`config.mk`:
```
export PLATFORM = sky130hd
export DESIGN_NAME = reg_writeback
export DESIGN_NICKNAME = d
export VERILOG_FILES = /design/src/rtl/reg_wb_pkg.sv /design/src/rtl/wb_fifo.sv /design/src/rtl/reg_writeback.sv
export SDC_FILE = /design/constraint.sdc
export NUM_CORES = 1
export LEC_CHECK = 0
export ABC_AREA = 0
export CAP_MARGIN = 30
export CORE_MARGIN = 5
export CORE_UTILIZATION = 55
export CTS_CLUSTER_DIAMETER = 100
export DETAILED_ROUTE_END_ITERATION = 12
export GPL_ROUTABILITY_DRIVEN = 0
export GPL_TIMING_DRIVEN = 0
export PLACE_DENSITY = 0.86
export SYNTH_ARGS = -nofsm -noshare
export SYNTH_HDL_FRONTEND = slang
export SYNTH_SLANG_ARGS = --single-unit
```
`constraint.sdc`:
```
create_clock -name CLK -period 3.35 [get_ports CLK]
set_input_delay 0.335 -clock CLK [delete_from_list [all_inputs] [get_ports CLK]]
set_output_delay 0.335 -clock CLK [all_outputs]
set_load 0.02 [all_outputs]
```
`src/rtl/reg_wb_pkg.sv`:
```
// reg_wb_pkg: shared types and sizing helpers for the register write-back block.
//   wb_req_t  : one pending register write (destination + data) at the default widths
//   WB_CNT_W  : width of an occupancy count able to hold 0..WB_DEPTH
//   cnt_width : count width for an arbitrary queue depth
//   ptr_width : circular-buffer pointer width for an arbitrary queue depth
package reg_wb_pkg;

   localparam int WB_W     = 8;
   localparam int WB_D     = 3;
   localparam int WB_DEPTH = 2;
   localparam int WB_CNT_W = $clog2(WB_DEPTH + 1);

   typedef struct packed {
      logic [WB_D-1:0] dst;
      logic [WB_W-1:0] data;
   } wb_req_t;

   function automatic int cnt_width(input int depth);
      return $clog2(depth + 1);
   endfunction

   // A one-entry queue still needs a 1-bit pointer to index storage.
   function automatic int ptr_width(input int depth);
      return (depth > 1) ? $clog2(depth) : 1;
   endfunction

endpackage

```
`src/rtl/wb_fifo.sv`:
```
// wb_fifo: DEPTH-entry in-order circular buffer of pending register writes.
// Entries are packed as {dst, data}. Up to two pushes (push_a older than
// push_b) and one pop per cycle. Full/empty come from the count, never from
// pointer equality, so DEPTH need not be a power of two.
//   clk_sys, rst_b      : clock, async active-low reset
//   push_cnt, push_a/b  : number of entries pushed this cycle (0..2) and payloads
//   pop                 : consume the head entry (ignored when empty)
//   head_valid, head    : oldest entry
//   count               : current occupancy
//   occupied, ent_dst   : per-slot occupied flag and destination register
module wb_fifo
   import reg_wb_pkg::*;
#(
   parameter int W     = WB_W,
   parameter int D     = WB_D,
   parameter int DEPTH = WB_DEPTH,
   localparam int EW    = D + W,
   localparam int CNT_W = cnt_width(DEPTH),
   localparam int PTR_W = ptr_width(DEPTH)
) (
   input  logic               clk_sys,
   input  logic               rst_b,
   input  logic [1:0]         push_cnt,
   input  logic [EW-1:0]      push_a,
   input  logic [EW-1:0]      push_b,
   input  logic               pop,
   output logic               head_valid,
   output logic [EW-1:0]      head,
   output logic [CNT_W-1:0]   count,
   output logic [DEPTH-1:0]   occupied,
   output logic [DEPTH*D-1:0] ent_dst
);

   logic [EW-1:0]    mem_q [DEPTH];
   logic [EW-1:0]    mem_d [DEPTH];
   logic [PTR_W-1:0] rd_ptr_q, rd_ptr_d;
   logic [PTR_W-1:0] wr_ptr_q, wr_ptr_d;
   logic [CNT_W-1:0] count_q, count_d;
   logic             do_pop;

   function automatic logic [PTR_W-1:0] ptr_inc(input logic [PTR_W-1:0] p);
      return (p == PTR_W'(DEPTH - 1)) ? '0 : p + 1'b1;
   endfunction

   assign head_valid = (count_q != '0);
   assign head       = mem_q[rd_ptr_q];
   assign count      = count_q;
   assign do_pop     = pop && head_valid;

   always_comb begin
      mem_d    = mem_q;
      wr_ptr_d = wr_ptr_q;
      if (push_cnt != 2'd0) begin
         mem_d[wr_ptr_q] = push_a;
         wr_ptr_d        = ptr_inc(wr_ptr_q);
      end
      // second push lands in the slot after the first one
      if (push_cnt[1]) begin
         mem_d[wr_ptr_d] = push_b;
         wr_ptr_d        = ptr_inc(wr_ptr_d);
      end
      rd_ptr_d = do_pop ? ptr_inc(rd_ptr_q) : rd_ptr_q;
      count_d  = count_q + CNT_W'(push_cnt) - CNT_W'(do_pop);
   end

   // A slot is live when its distance from the read pointer is below the count.
   always_comb begin
      occupied = '0;
      ent_dst  = '0;
      for (int i = 0; i < DEPTH; i++) begin
         occupied[i]      = ((i + DEPTH - int'(rd_ptr_q)) % DEPTH) < int'(count_q);
         ent_dst[i*D +: D] = mem_q[i][EW-1 -: D];
      end
   end

   always_ff @(posedge clk_sys or negedge rst_b) begin
      if (!rst_b) begin
         for (int i = 0; i < DEPTH; i++) begin
            mem_q[i] <= '0;
         end
         rd_ptr_q <= '0;
         wr_ptr_q <= '0;
         count_q  <= '0;
      end else begin
         for (int i = 0; i < DEPTH; i++) begin
            mem_q[i] <= mem_d[i];
         end
         rd_ptr_q <= rd_ptr_d;
         wr_ptr_q <= wr_ptr_d;
         count_q  <= count_d;
      end
   end

endmodule

```
`src/rtl/reg_writeback.sv`:
```
// reg_writeback: merges ALU results and load returns onto the register file's
// single write port. The oldest queued write always goes first; otherwise a
// fresh request takes the port directly (load before ALU, since the load is
// the older instruction). Anything that misses the port is queued in program
// order, so the youngest write to a register always lands last.
//   CLK, Reset_n                   : clock, async active-low reset
//   AluValid/AluReg/AluValue       : ALU result request
//   LdValid/LdReg/LdValue          : load return request
//   QueryReg                       : decode hazard lookup
//   WriteReg/WReg/WriteValue       : register-file write port
//   Stall                          : queue full, upstream must hold off
//   QueryHit                       : a queued write targets QueryReg
//   Overflow                       : sticky, a request was dropped while stalled
module reg_writeback
   import reg_wb_pkg::*;
#(
   parameter int W     = WB_W,
   parameter int D     = WB_D,
   parameter int DEPTH = WB_DEPTH
) (
   input  logic         CLK,
   input  logic         Reset_n,
   input  logic         AluValid,
   input  logic [D-1:0] AluReg,
   input  logic [W-1:0] AluValue,
   input  logic         LdValid,
   input  logic [D-1:0] LdReg,
   input  logic [W-1:0] LdValue,
   input  logic [D-1:0] QueryReg,
   output logic         WriteReg,
   output logic [D-1:0] WReg,
   output logic [W-1:0] WriteValue,
   output logic         Stall,
   output logic         QueryHit,
   output logic         Overflow
);

   localparam int EW    = D + W;
   localparam int CNT_W = cnt_width(DEPTH);

   logic               head_valid;
   logic [EW-1:0]      head;
   logic [CNT_W-1:0]   count;
   logic [DEPTH-1:0]   occupied;
   logic [DEPTH*D-1:0] ent_dst;

   logic [1:0]    push_cnt;
   logic [EW-1:0] push_a, push_b;
   logic          pop;
   logic          full, accept;
   logic          wr_en;
   logic [EW-1:0] wr_req;
   logic [EW-1:0] ld_req, alu_req;
   logic          overflow_q, overflow_d;

   assign ld_req  = {LdReg, LdValue};
   assign alu_req = {AluReg, AluValue};
   assign full    = (count == CNT_W'(DEPTH));
   assign accept  = Reset_n && !full;

   always_comb begin
      wr_en    = 1'b0;
      wr_req   = '0;
      pop      = 1'b0;
      push_cnt = 2'd0;
      push_a   = '0;
      push_b   = '0;

      if (Reset_n) begin
         if (head_valid) begin
            wr_en  = 1'b1;
            wr_req = head;
            pop    = 1'b1;
         end else if (LdValid && accept) begin
            wr_en  = 1'b1;
            wr_req = ld_req;
         end else if (AluValid && accept) begin
            wr_en  = 1'b1;
            wr_req = alu_req;
         end
      end

      // Queue whatever did not win the port, oldest first. With the queue
      // non-full and at most one slot freed per push pair, two pushes only
      // happen while the head is popping, so capacity is never exceeded.
      if (accept) begin
         if (head_valid) begin
            if (LdValid && AluValid) begin
               push_cnt = 2'd2;
               push_a   = ld_req;
               push_b   = alu_req;
            end else if (LdValid) begin
               push_cnt = 2'd1;
               push_a   = ld_req;
            end else if (AluValid) begin
               push_cnt = 2'd1;
               push_a   = alu_req;
            end
         end else if (LdValid && AluValid) begin
            push_cnt = 2'd1;
            push_a   = alu_req;
         end
      end
   end

   assign overflow_d = overflow_q || (full && (AluValid || LdValid));

   always_ff @(posedge CLK or negedge Reset_n) begin
      if (!Reset_n) begin
         overflow_q <= 1'b0;
      end else begin
         overflow_q <= overflow_d;
      end
   end

   // Only queued entries count as hazards; direct writes land this cycle.
   always_comb begin
      QueryHit = 1'b0;
      for (int i = 0; i < DEPTH; i++) begin
         if (occupied[i] && (ent_dst[i*D +: D] == QueryReg)) begin
            QueryHit = 1'b1;
         end
      end
   end

   assign WriteReg   = wr_en;
   assign WReg       = wr_req[EW-1 -: D];
   assign WriteValue = wr_req[W-1:0];
   assign Stall      = full;
   assign Overflow   = overflow_q;

   wb_fifo #(
      .W     (W),
      .D     (D),
      .DEPTH (DEPTH)
   ) u_fifo (
      .clk_sys    (CLK),
      .rst_b      (Reset_n),
      .push_cnt   (push_cnt),
      .push_a     (push_a),
      .push_b     (push_b),
      .pop        (pop),
      .head_valid (head_valid),
      .head       (head),
      .count      (count),
      .occupied   (occupied),
      .ent_dst    (ent_dst)
   );

endmodule

```
-- Word-level counts from Yosys, hierarchy flattened
Cells that the tools add are included.
- reduce and logical (&&, ||, !) cells: 15
- $add $sub $neg: 7
- bitwise gates (word level): 5
- magnitude comparators: 7
- equality and inequality tests: 3
- mux-type cells: 42
- operators by type and width (cell ; count):
    11-bit 2-to-1 mux ; 17
    22-bit bitwise mux ; 2
    22-bit 2-to-1 mux ; 2
    11-bit demux with 1-bit select ; 2
    1-bit 2-to-1 mux ; 16
    1-bit logical AND ; 10
    3-bit == test ; 2
    2-bit >= comparator, second input constant ; 3
    2-bit by 3-bit less-than comparator with 1-bit output ; 2
    2-bit 2-to-1 mux ; 3
    1-bit inverter with 2-bit output ; 3
    2-bit by 1-bit subtractor with 3-bit output, first input constant ; 2
    2-bit by 1-bit less-than comparator with 1-bit output, second input constant ; 2
    2-bit nonzero test ; 2
    1-bit adder, second input constant ; 3
    2-bit adder ; 1
    1-bit bitwise AND ; 2
    2-bit == test, second input constant ; 1
    1-bit logical OR ; 2
    2-bit by 1-bit subtractor with 2-bit output ; 1
    1-bit logical NOT ; 1
- bits in registers: 27
- input bits: 29
- logic and storage cells: 85
- output and inout port bits: 15

-- Logic depth before layout (Yosys ltp)
Gate-level depths: netlist of the first run.
- word-level depth: 14
- depth in mapped cells: 10
- mapped depth without buffers: 9

-- Hierarchy
Synthesis of the first run repeated with hierarchy kept, for this count alone.
- cells, all modules: 277
- area total of the unflattened synthesis: 2290.9 sq um
- by module, submodules not included (module ; cells each ; area an instance (sq um) ; seq. area each (sq um) ; instances):
    wb_fifo ; 161 ; 1620.3 ; 650.6 ; 1
    reg_writeback ; 116 ; 670.6 ; 25.0 ; 1

-- Least setup slack after synthesis of the first run
Ideal clock, no wire load.
- kind: reg-to-output
- start point: reg u_fifo.count_q[0] (netlist: u_fifo.count[0])
- end point: out WReg[0]
- path buffers: 2
- slack: 1432 ps
- stages on the path, launching flop included: 6
- data required time: 3015 ps
- arrival: 1583 ps
- path through: dfrtp_1 > buf_6 > or2_0 > buf_2 > a221oi_1 > a211oi_1
- cells in the longest elaborated chain, start to end: 8
- elaborated cells on any way between the ends: 10
- those cells by class: eq/ne: 1; mux: 4; reduce/logical: 5
- RTL lines (item ; line ; source):
    start: declaration ; wb_fifo.sv:38 ; logic [CNT_W-1:0] count_q, count_d;
    start signal: assignment ; wb_fifo.sv:90 ; count_q <= count_d;
    2-bit == test ; reg_writeback.sv:58 ; assign full = (count == CNT_W'(DEPTH));
    1-bit logical NOT ; reg_writeback.sv:59 ; assign accept = Reset_n && !full;
    1-bit logical AND ; reg_writeback.sv:59 ;
    1-bit logical AND ; reg_writeback.sv:77 ; end else if (AluValid && accept) begin
    11-bit 2-to-1 mux ; reg_writeback.sv:77 ;
    11-bit 2-to-1 mux ; reg_writeback.sv:74 ; end else if (LdValid && accept) begin
    11-bit 2-to-1 mux * ; reg_writeback.sv:70 ; if (head_valid) begin
    11-bit 2-to-1 mux * ; reg_writeback.sv:69 ; if (Reset_n) begin
    end: declaration ; reg_writeback.sv:31 ; output logic [D-1:0] WReg,
Mark *: on every way between the ends. The rest lies on a longest branch, timed or not.

-- Worst setup path in the final report of the first run
- start point: in AluValid
- end point: out WReg[2]
- cells in the longest elaborated chain, start to end: 5
- RTL lines (item ; line ; source):
    start: declaration ; reg_writeback.sv:23 ; input logic AluValid,
    1-bit logical AND ; reg_writeback.sv:77 ;
    11-bit 2-to-1 mux ; reg_writeback.sv:77 ;
    11-bit 2-to-1 mux ; reg_writeback.sv:74 ;
    11-bit 2-to-1 mux ; reg_writeback.sv:70 ;
    11-bit 2-to-1 mux ; reg_writeback.sv:69 ;
Every way passes these cells.

==> results of run 1 <==
metal layers:
metal	part of all wire [%]	GRT usage, %
met1	42	32.2
met2	49	39.9
met3	7.1	2.84
met4	1.8	8.77
met5	0	0
cell type report:
cell class              count  area, sq um  share of cell area [%]
inverters                  13         48.8                    1.88
multi-input cells         155         1160                    44.9
repair buffers             44          460                    17.8
plain buffers              22          138                    5.31
clock inverters             1         5.00                   0.193
flip-flops and latches     27          676                    26.0
clock buffers               3         41.3                    1.59
well taps                  48         60.1                    2.32
worst paths after layout:
check                                 from           endpoint  slack (ns)
max                               AluValid            WReg[2]        0.17
min                                Reset_n  u_fifo.ent_dst[0]        0.02
max reg2reg                u_fifo.count[1]    u_fifo.count[1]        1.47
min reg2reg                       Overflow           Overflow        0.46
max in group asynchronous          Reset_n    u_fifo.count[0]        2.84
min in group CLK                  Overflow           Overflow        0.46
sequential cells by signal, indices dropped and copies added (netlist names):
signal / count
u_fifo.count: 2
u_fifo.ent_dst: 6
u_fifo.rd_ptr_q: 1
u_fifo.mem_q: 16
Overflow: 1
u_fifo.wr_ptr_q: 1
cells in the mapped netlist:
| master | count | area (sq um) |
|---|---|---|
| o21bai_1 | 1 | 7.51 |
| o32ai_1 | 11 | 96.3 |
| buf_6 | 5 | 56.3 |
| nor3b_4 | 1 | 18.8 |
| buf_4 | 2 | 15.0 |
| or2b_1 | 1 | 7.51 |
| a21oi_1 | 6 | 30.0 |
| and3_1 | 1 | 6.26 |
| or2_1 | 1 | 6.26 |
| and2_1 | 1 | 6.26 |
| inv_2 | 1 | 3.75 |
| o21a_1 | 1 | 7.51 |
| o211a_1 | 1 | 10.0 |
| xor2_1 | 4 | 35.0 |
| dfrtp_1 | 27 | 676 |
| a221o_1 | 2 | 20.0 |
| a221oi_1 | 23 | 201 |
| o22a_1 | 1 | 8.76 |
| a221oi_2 | 1 | 15.0 |
| nand2_1 | 7 | 26.3 |
| a31oi_1 | 1 | 6.26 |
| o211ai_1 | 1 | 7.51 |
| clkbuf_1 | 7 | 26.3 |
| o41ai_1 | 1 | 8.76 |
| a211oi_1 | 19 | 143 |
| a221o_2 | 2 | 22.5 |
| or2_2 | 1 | 6.26 |
| nor2b_1 | 3 | 18.8 |
| xnor2_1 | 7 | 61.3 |
| nor2b_2 | 1 | 8.76 |
| mux2i_1 | 11 | 110 |
| o22ai_1 | 1 | 6.26 |
| nor3_1 | 1 | 5.00 |
| inv_1 | 12 | 45.0 |
| nand3_1 | 1 | 5.00 |
| nor2_4 | 1 | 11.3 |
| nor2_1 | 21 | 78.8 |
| a21o_1 | 1 | 7.51 |
| or2_0 | 1 | 6.26 |
| nand4_1 | 2 | 12.5 |
| o21ai_0 | 6 | 30.0 |
| ha_1 | 5 | 62.6 |
| o2bb2ai_1 | 1 | 8.76 |
| buf_2 | 8 | 40.0 |
| and3b_1 | 4 | 35.0 |
repair_timing:
item / CTS / global route
hold endpoints to repair: 0 / 0
hold buffers: 0 / 0
setup endpoints to repair: 0 / 9
resized for setup: 0 / 1
kinds of logic after synthesis:
logic type	after synthesis	synth area share, %
compound gates	80	31.4
xor+xnor	11	4.75
fa+ha+maj	5	3.09
buf+inv	35	9.20
flops	27	33.3
mux	11	5.43
simple gates	48	12.8
per-stage QoR:
stage / std cells / setup slack, ns / instance area [sq um] / power [mW] / TNS (ns)
floorplan: 217 / 1.43 / 2030 / 1.44 / 0
global placement: 308 / -0.356 / 2520 / 1.81 / -2.83
detailed placement: 309 / 0.0589 / 2540 / 1.85 / 0
CTS: 313 / 0.0463 / 2590 / 2.05 / 0
global route: 313 / 0.0686 / 2590 / 2.18 / 0
finish: 313 / 0.169 / 2590 / 2.05 / 0
power by group through the flow:
stage	sequential [mW]	clock [mW]	combinational, mW
after floorplan	0.559	0	0.876
after global placement	0.577	0	1.24
after detailed placement	0.584	0	1.27
after CTS	0.578	0.191	1.28
after global routing	0.595	0.205	1.38
final	0.579	0.190	1.28
==> results_dict.tcl, run 1 <==
set metrics [dict create \
    start_util_pct 56.2 \
    ys_ff_latch 27 \
    worstMarginPinSlew_ns 0.869 \
    die_w_um 70.7 \
    drt_wl_total_um 5940 \
    crit_cells 6 \
    synth.cell_area_sq_um 2030 \
    cts_root_buf "clkbuf_8" \
    finalHoldViolCount 0 \
    cts_max_level 1 \
    ys_seq_area_share_pct 33.3 \
    p_sw_share_pct 43.6 \
    cp_data_required_time_ns 3.01 \
    postRouteAntennaNets 0 \
    grt_pass1_wl_um 9780 \
    num_rows 22 \
    hpwl_um 4290 \
    rsz0062_at_grt "no" \
    leakagePower_nw 1.08 \
    finClkSkew_ns 0.00419 \
    drc_errors 0 \
    via_per_inst 6.39 \
    outcome "complete, no violations" \
    grt_overflow_total 0 \
    synth.distinct_cells 45 \
    crit_top_cell "clkdlybuf4s50_1" \
    final_common_cell "clkdlybuf4s50_1" \
    track_usage_pct 24.0 \
    r2r_cells 9 \
    setup_violations 0 \
    crit_buf_inv 3 \
    fin_util_pct 71.9 \
    drv_cap 0 \
    cts_buffer_depth 2 \
    drive_above_1_share_pct 10.6 \
    portBuffers 43 \
    clkPwrFrac_pct 9.3 \
    grt_max_degree 20 \
    min_path_type "input pin to asynchronous set/reset pin" \
    final.period_utilization_pct 95.0 \
    area_delta_synth_final_pct 28.0 \
    fmax_mhz 314 \
    finalNetCount 300 \
    cp_slowest_cell "nor2_1" \
    relSlewSlack_pct 41.8 \
    cts_buffers 3 \
    die-area_sq_um 5000 \
    dr.pass1.iters 4 \
    critPathCaptureType "primary output" \
    grt_pass1_vias 2011 \
    core_sq_um 3610 \
    cts_tree "yes" \
    diodes 0 \
    critPathTopFamily "buffers and inverters" \
    p_int_mw 1.16 \
    p_seq_share_pct 28.3 \
    path_clk_slew_ns 0.10 \
    die_h_um 70.7 \
    path_class "input pin to primary output" \
    path_cells "clkdlybuf4s50_1 -> inv_1 -> nor2_1 -> a221oi_1 -> a211oi_1 -> clkdlybuf4s50_1" \
    period_needed_ns 3.18 \
    drt_first_iter_violations 232 \
    power_density_nw_per_um2 790 \
    synthesis.nets 251 \
    start_kind "input pin" \
    insertion_delay_ns 0.28 \
    mostFrequentLayoutCells "clkdlybuf4s50_1 (42), dfrtp_1 (27), a221oi_1 (23)" \
    max_stage_delay_ns 0.68 \
    antenna_found_initial 0 \
    power.switching_mw 0.893 \
    netlist_instances 217 \
    yosysWarnings 0 \
    hold_slack_ns 0.0175 \
    critPathArrivalTime_ns 2.85 \
    n_fill_cell 289 \
    syn_avg_cell_area_sq_um 9.34 \
    cp_max_fo 10 \
    slew_viol_final 0 \
    cts_sinks 27 \
    combPwrFrac_pct 62.5 \
    ir_drop_mv 0.451 \
    wl_per_cell_um 19.0 \
    vias 1999 \
    io_pins 44 \
    cts_setup_buffers 0 \
]
(Power assumes the default switching activity.)
==> run 2: changes to the inputs <==
- CORE_ASPECT_RATIO: default -> 0.8
- CTS_CLUSTER_DIAMETER: 100 -> 50
- SLEW_MARGIN: default -> 20
==> run 2 against run 1 <==
  * Clock power is essentially flat
  * Register-to-register slack gained 0.03 ns
  * Non-clock buffer count shrank 1
  * Flip-flop and latch count is the same
  * Global-route usage grew 0.51 points
  * Sequential power grew 0.7%
  * Power grew 0.25%
  * Largest power group unchanged
==> results_dict.tcl, run 2 (synthesis results as in run 1) <==
set metrics [dict create \
    cts_buffers 3 \
    max_stage_delay_ns 0.68 \
    critPathArrivalTime_ns 2.92 \
    die_w_um 77.9 \
    relSlewSlack_pct 42.5 \
    start_kind "input pin" \
    period_needed_ns 3.26 \
    num_rows 19 \
    cts_tree "yes" \
    cp_data_required_time_ns 3.01 \
    insertion_delay_ns 0.27 \
    critPathTopFamily "buffers and inverters" \
    largest_reg_flops 16 \
    vias 2081 \
    core_sq_um 3490 \
    die-area_sq_um 5010 \
    fin_ws_ns 0.0913 \
    portBuffers 43 \
    track_usage_pct 24.5 \
    fin_util_pct 73.0 \
    dr.pass1.iters 5 \
    drt_first_iter_violations 295 \
    mostFrequentLayoutCells "clkdlybuf4s50_1 (42), dfrtp_1 (27), a221oi_1 (23)" \
    power.switching_mw 0.903 \
    power_density_nw_per_um2 805 \
    cts_setup_buffers 0 \
    grt_pass1_vias 1974 \
    min_path_type "input pin to asynchronous set/reset pin" \
    leakagePower_nw 1.06 \
    top_register "u_fifo.mem_q" \
    grt_pass1_wl_um 9830 \
    rsz0062_at_grt "no" \
    final.period_utilization_pct 97.3 \
    setup_tns_ns 0 \
    place_ws_ns 0.234 \
    stdcell_count 306 \
    start_util_pct 58.0 \
    placed_area_sq_um 2500 \
    cts_buffer_depth 2 \
    crit_top_cell "clkdlybuf4s50_1" \
    path_class "input pin to primary output" \
    path_clk_slew_ns 0.09 \
    cts_sinks 27 \
    area_delta_synth_final_pct 25.9 \
    antenna_found_initial 0 \
    diodes 0 \
    fmax_mhz 307 \
    io_pins 44 \
    grt_max_degree 29 \
    place_inst 302 \
    final_common_cell "clkdlybuf4s50_1" \
    postRouteAntennaNets 0 \
    finish.instance_area_sq_um 2550 \
    critPathCaptureType "primary output" \
    cts_max_level 1 \
    path_cells "clkdlybuf4s50_1 -> inv_1 -> nor2_1 -> a221oi_1 -> a211oi_1 -> clkdlybuf4s50_1" \
    hold_slack_ns 0.0852 \
    setup_violations 0 \
    worstMarginPinSlew_ns 0.859 \
    p_total_mw 2.05 \
    via_per_inst 6.80 \
    p_sw_share_pct 44.0 \
    cts_root_buf "clkbuf_8" \
    slew_viol_final 0 \
    p_int_mw 1.15 \
    cts-resized-gates 0 \
    hpwl_um 4240 \
    die_h_um 64.3 \
    grt_overflow_total 0 \
    postCtsHoldBufs 0 \
    finalHoldViolCount 0 \
    outcome "complete, no violations" \
    wl_per_cell_um 20.3 \
    finClkSkew_ns 0.00303 \
    drv_cap 0 \
    p_seq_share_pct 28.4 \
    cp_max_fo 10 \
    finalNetCount 299 \
    cp_slowest_cell "nor2_1" \
    clkPwrFrac_pct 9.2 \
    drive_above_1_share_pct 10.6 \
    crit_buf_inv 3 \
    ir_drop_mv 0.480 \
    combPwrFrac_pct 62.5 \
    drc_errors 0 \
    drt_wl_total_um 6200 \
]
==> run 2: changes by cell type in the layout (fill, tap and decap cells not counted) <==
| cell | delta |
|---|---|
| dlymetal6s2s_1 | -1 |
| buf_16 | -1 |
| buf_2 | +1 |
==> run 2: path summary, 6_finish.rpt <==
check,from,to,slack [ns],cells past startpoint
min in group CLK,Overflow,Overflow,0.49,1
worst min-delay path,Reset_n,u_fifo.count[0],0.09,1
max in group asynchronous,Reset_n,u_fifo.rd_ptr_q,2.83,1
worst max register to register,u_fifo.count[1],u_fifo.count[1],1.50,9
worst max-delay path,AluValid,WriteValue[1],0.09,6
worst min register to register,Overflow,Overflow,0.49,1
==> run 2: worst register-to-register path, cell delays in order, from the launching register on <==
cell	delay, ns
dfrtp_1	0.37
buf_4	0.17
nor2_4	0.19
nor2_1	0.11
ha_1	0.28
inv_1	0.03
ha_1	0.17
xnor2_1	0.16
xnor2_1	0.15
xnor2_1	0.13
==> run 2: cell type report <==
type	instances	area, sq um
Inverter	13	48.8
Timing Repair Buffer	43	425
Buffer	22	138
Tap cell	42	52.6
Clock inverter	1	5.00
Sequential cell	27	676
Clock buffer	3	41.3
Multi-Input combinational cell	155	1160
Fill cell	282	943
==> run 2: per-layer routing <==
layer	part of all wire, %	track usage, %	vias to the layer above
li1	-	-	932
met1	42	35.1	973
met2	44	36.1	155
met3	11	6.32	21
met4	2.5	7.51	0
met5	0	0	-
==> run 2: power by group through the flow <==
stage	clock, mW	combinational, mW	sequential (mW)
after floorplan	0	0.876	0.559
after global placement	0	1.23	0.578
after detailed placement	0	1.25	0.585
after CTS	0.193	1.26	0.579
after global routing	0.205	1.38	0.600
final	0.188	1.28	0.583
==> run 3: changes to the inputs <==
- MAX_ROUTING_LAYER: default -> met4
==> run 3 against run 2 <==
  * Sequential share of layout area did not move
  * Largest power group unchanged
  * Global-route usage rose by 0.72 points
  * Clock skew up 0.0016 ns
  * Die area unchanged
  * Via count down 0.58%
  * Critical path type unchanged
  * Sequential power is essentially flat
  * Non-clock buffer count stayed put
==> results_dict.tcl, run 3 (synthesis results as in run 1) <==
set metrics [dict create \
    outcome "complete, no violations" \
    crit_cells 6 \
    leakagePower_nw 1.06 \
    rsz0062_at_grt "no" \
    io_pins 44 \
    drv_cap 0 \
    p_int_mw 1.15 \
    die-area_sq_um 5010 \
    path_cells "clkdlybuf4s50_1 -> inv_1 -> nor2_1 -> a221oi_1 -> a211oi_1 -> clkdlybuf4s50_1" \
    vias 2069 \
    finClkSkew_ns 0.00467 \
    cp_data_required_time_ns 3.01 \
    crit_buf_inv 3 \
    grt_overflow_total 0 \
    combPwrFrac_pct 62.4 \
    clkPwrFrac_pct 9.2 \
    finalNetCount 299 \
    final.period_utilization_pct 97.5 \
    fin_util_pct 73.0 \
    cts_tree "yes" \
    r2r_slack_ns 1.49 \
    hold_slack_ns 0.0849 \
    num_rows 19 \
    grt_pass1_vias 1972 \
    place_ws_ns 0.234 \
    wl_per_cell_um 20.3 \
    grt_pass1_wl_um 9830 \
    drive_above_1_share_pct 10.6 \
    largest_reg_flops 16 \
    finalHoldViolCount 0 \
    die_w_um 77.9 \
    start_util_pct 58.0 \
    diodes 0 \
    path_class "input pin to primary output" \
    cts_buffer_depth 2 \
    critPathArrivalTime_ns 2.93 \
    die_h_um 64.3 \
    cts_max_level 1 \
    portBuffers 43 \
    place_inst 302 \
    critPathTopFamily "buffers and inverters" \
    slew_viol_final 0 \
    postRouteAntennaNets 0 \
    mostFrequentLayoutCells "clkdlybuf4s50_1 (42), dfrtp_1 (27), a221oi_1 (23)" \
    cts-resized-gates 0 \
    power.switching_mw 0.903 \
    stdcell_count 306 \
    p_sw_share_pct 44.0 \
    drt_first_iter_violations 321 \
    cts_buffers 3 \
    cp_max_fo 10 \
    period_needed_ns 3.26 \
    drt_wl_total_um 6200 \
    worstMarginPinSlew_ns 0.891 \
    fmax_mhz 306 \
    p_seq_share_pct 28.4 \
    min_path_type "input pin to asynchronous set/reset pin" \
    reg2reg_from "u_fifo.count[1]" \
    via_per_inst 6.76 \
    cts_root_buf "clkbuf_8" \
    area_delta_synth_final_pct 25.9 \
    top_register "u_fifo.mem_q" \
    ir_drop_mv 0.483 \
    final_common_cell "clkdlybuf4s50_1" \
    path_clk_slew_ns 0.10 \
    r2r_cells 9 \
    antenna_found_initial 0 \
    worstReg2RegEnd "u_fifo.count[1]" \
    core_sq_um 3490 \
    drc_errors 0 \
    critPathLaunch "AluValid" \
    fin_ws_ns 0.0850 \
    setup.worst_path.end "WriteValue[1]" \
    crit_top_cell "clkdlybuf4s50_1" \
    cp_slowest_cell "nor2_1" \
    postCtsHoldBufs 0 \
    grt_max_degree 29 \
    cts_setup_buffers 0 \
    track_usage_pct 25.2 \
    start_kind "input pin" \
    power_density_nw_per_um2 805 \
    critPathCaptureType "primary output" \
    insertion_delay_ns 0.27 \
    hpwl_um 4240 \
    dr.pass1.iters 5 \
    cts_sinks 27 \
    max_stage_delay_ns 0.70 \
    relSlewSlack_pct 40.4 \
    setup_violations 0 \
]
[run 3: cell counts in the layout (fill, tap and decap cells not counted)]
No cell type changed its count.
[run 3: worst min path at each step]
| stage | start | end | slack [ns] | cells past startpoint |
|---|---|---|---|---|
| 2_1_floorplan | Reset_n | Overflow | 0.04 | 0 |
| 4_1_cts | Reset_n | u_fifo.count[0] | 0.09 | 1 |
| 6_report | Reset_n | u_fifo.count[1] | 0.08 | 1 |
| 5_1_grt | Reset_n | u_fifo.count[0] | 0.11 | 1 |
| 3_5_place_dp | Reset_n | u_fifo.count[0] | 0.39 | 1 |
| 3_3_place_gp | Overflow | Overflow | 0.44 | 1 |
[run 3: layout make-up]
type	count	area, sq um
flip-flops and latches	27	676
repair buffers	43	425
fillers	282	943
inverters	13	48.8
clock inverters	1	5.00
multi-input cells	155	1160
plain buffers	22	138
clock buffers	3	41.3
well taps	42	52.6
[run 3: power by group through the flow]
| stage | Combinational [mW] | Clock [mW] | Sequential [mW] |
|---|---|---|---|
| after global placement | 1.23 | 0 | 0.578 |
| after floorplan | 0.876 | 0 | 0.559 |
| after CTS | 1.26 | 0.193 | 0.579 |
| after global routing | 1.38 | 0.205 | 0.600 |
| final | 1.28 | 0.190 | 0.583 |
| after detailed placement | 1.25 | 0 | 0.585 |
[run 3: through the flow]
step	total power [mW]	cell area (sq um)	setup TNS [ns]
2_1_floorplan	1.44	2030	0
3_5_place_dp	1.84	2500	0
4_1_cts	2.03	2550	0
5_1_grt	2.18	2550	0
6_report	2.05	2550	0
3_3_place_gp	1.81	2510	-3.01
[run 3: layer usage]
metal,global-route usage (%),up-vias,part of all wire [%]
met2,36.4,151,44
met3,6.32,14,11
met1,34.9,970,43
met5,-,-,0
li1,-,934,-
met4,7.51,0,1.5
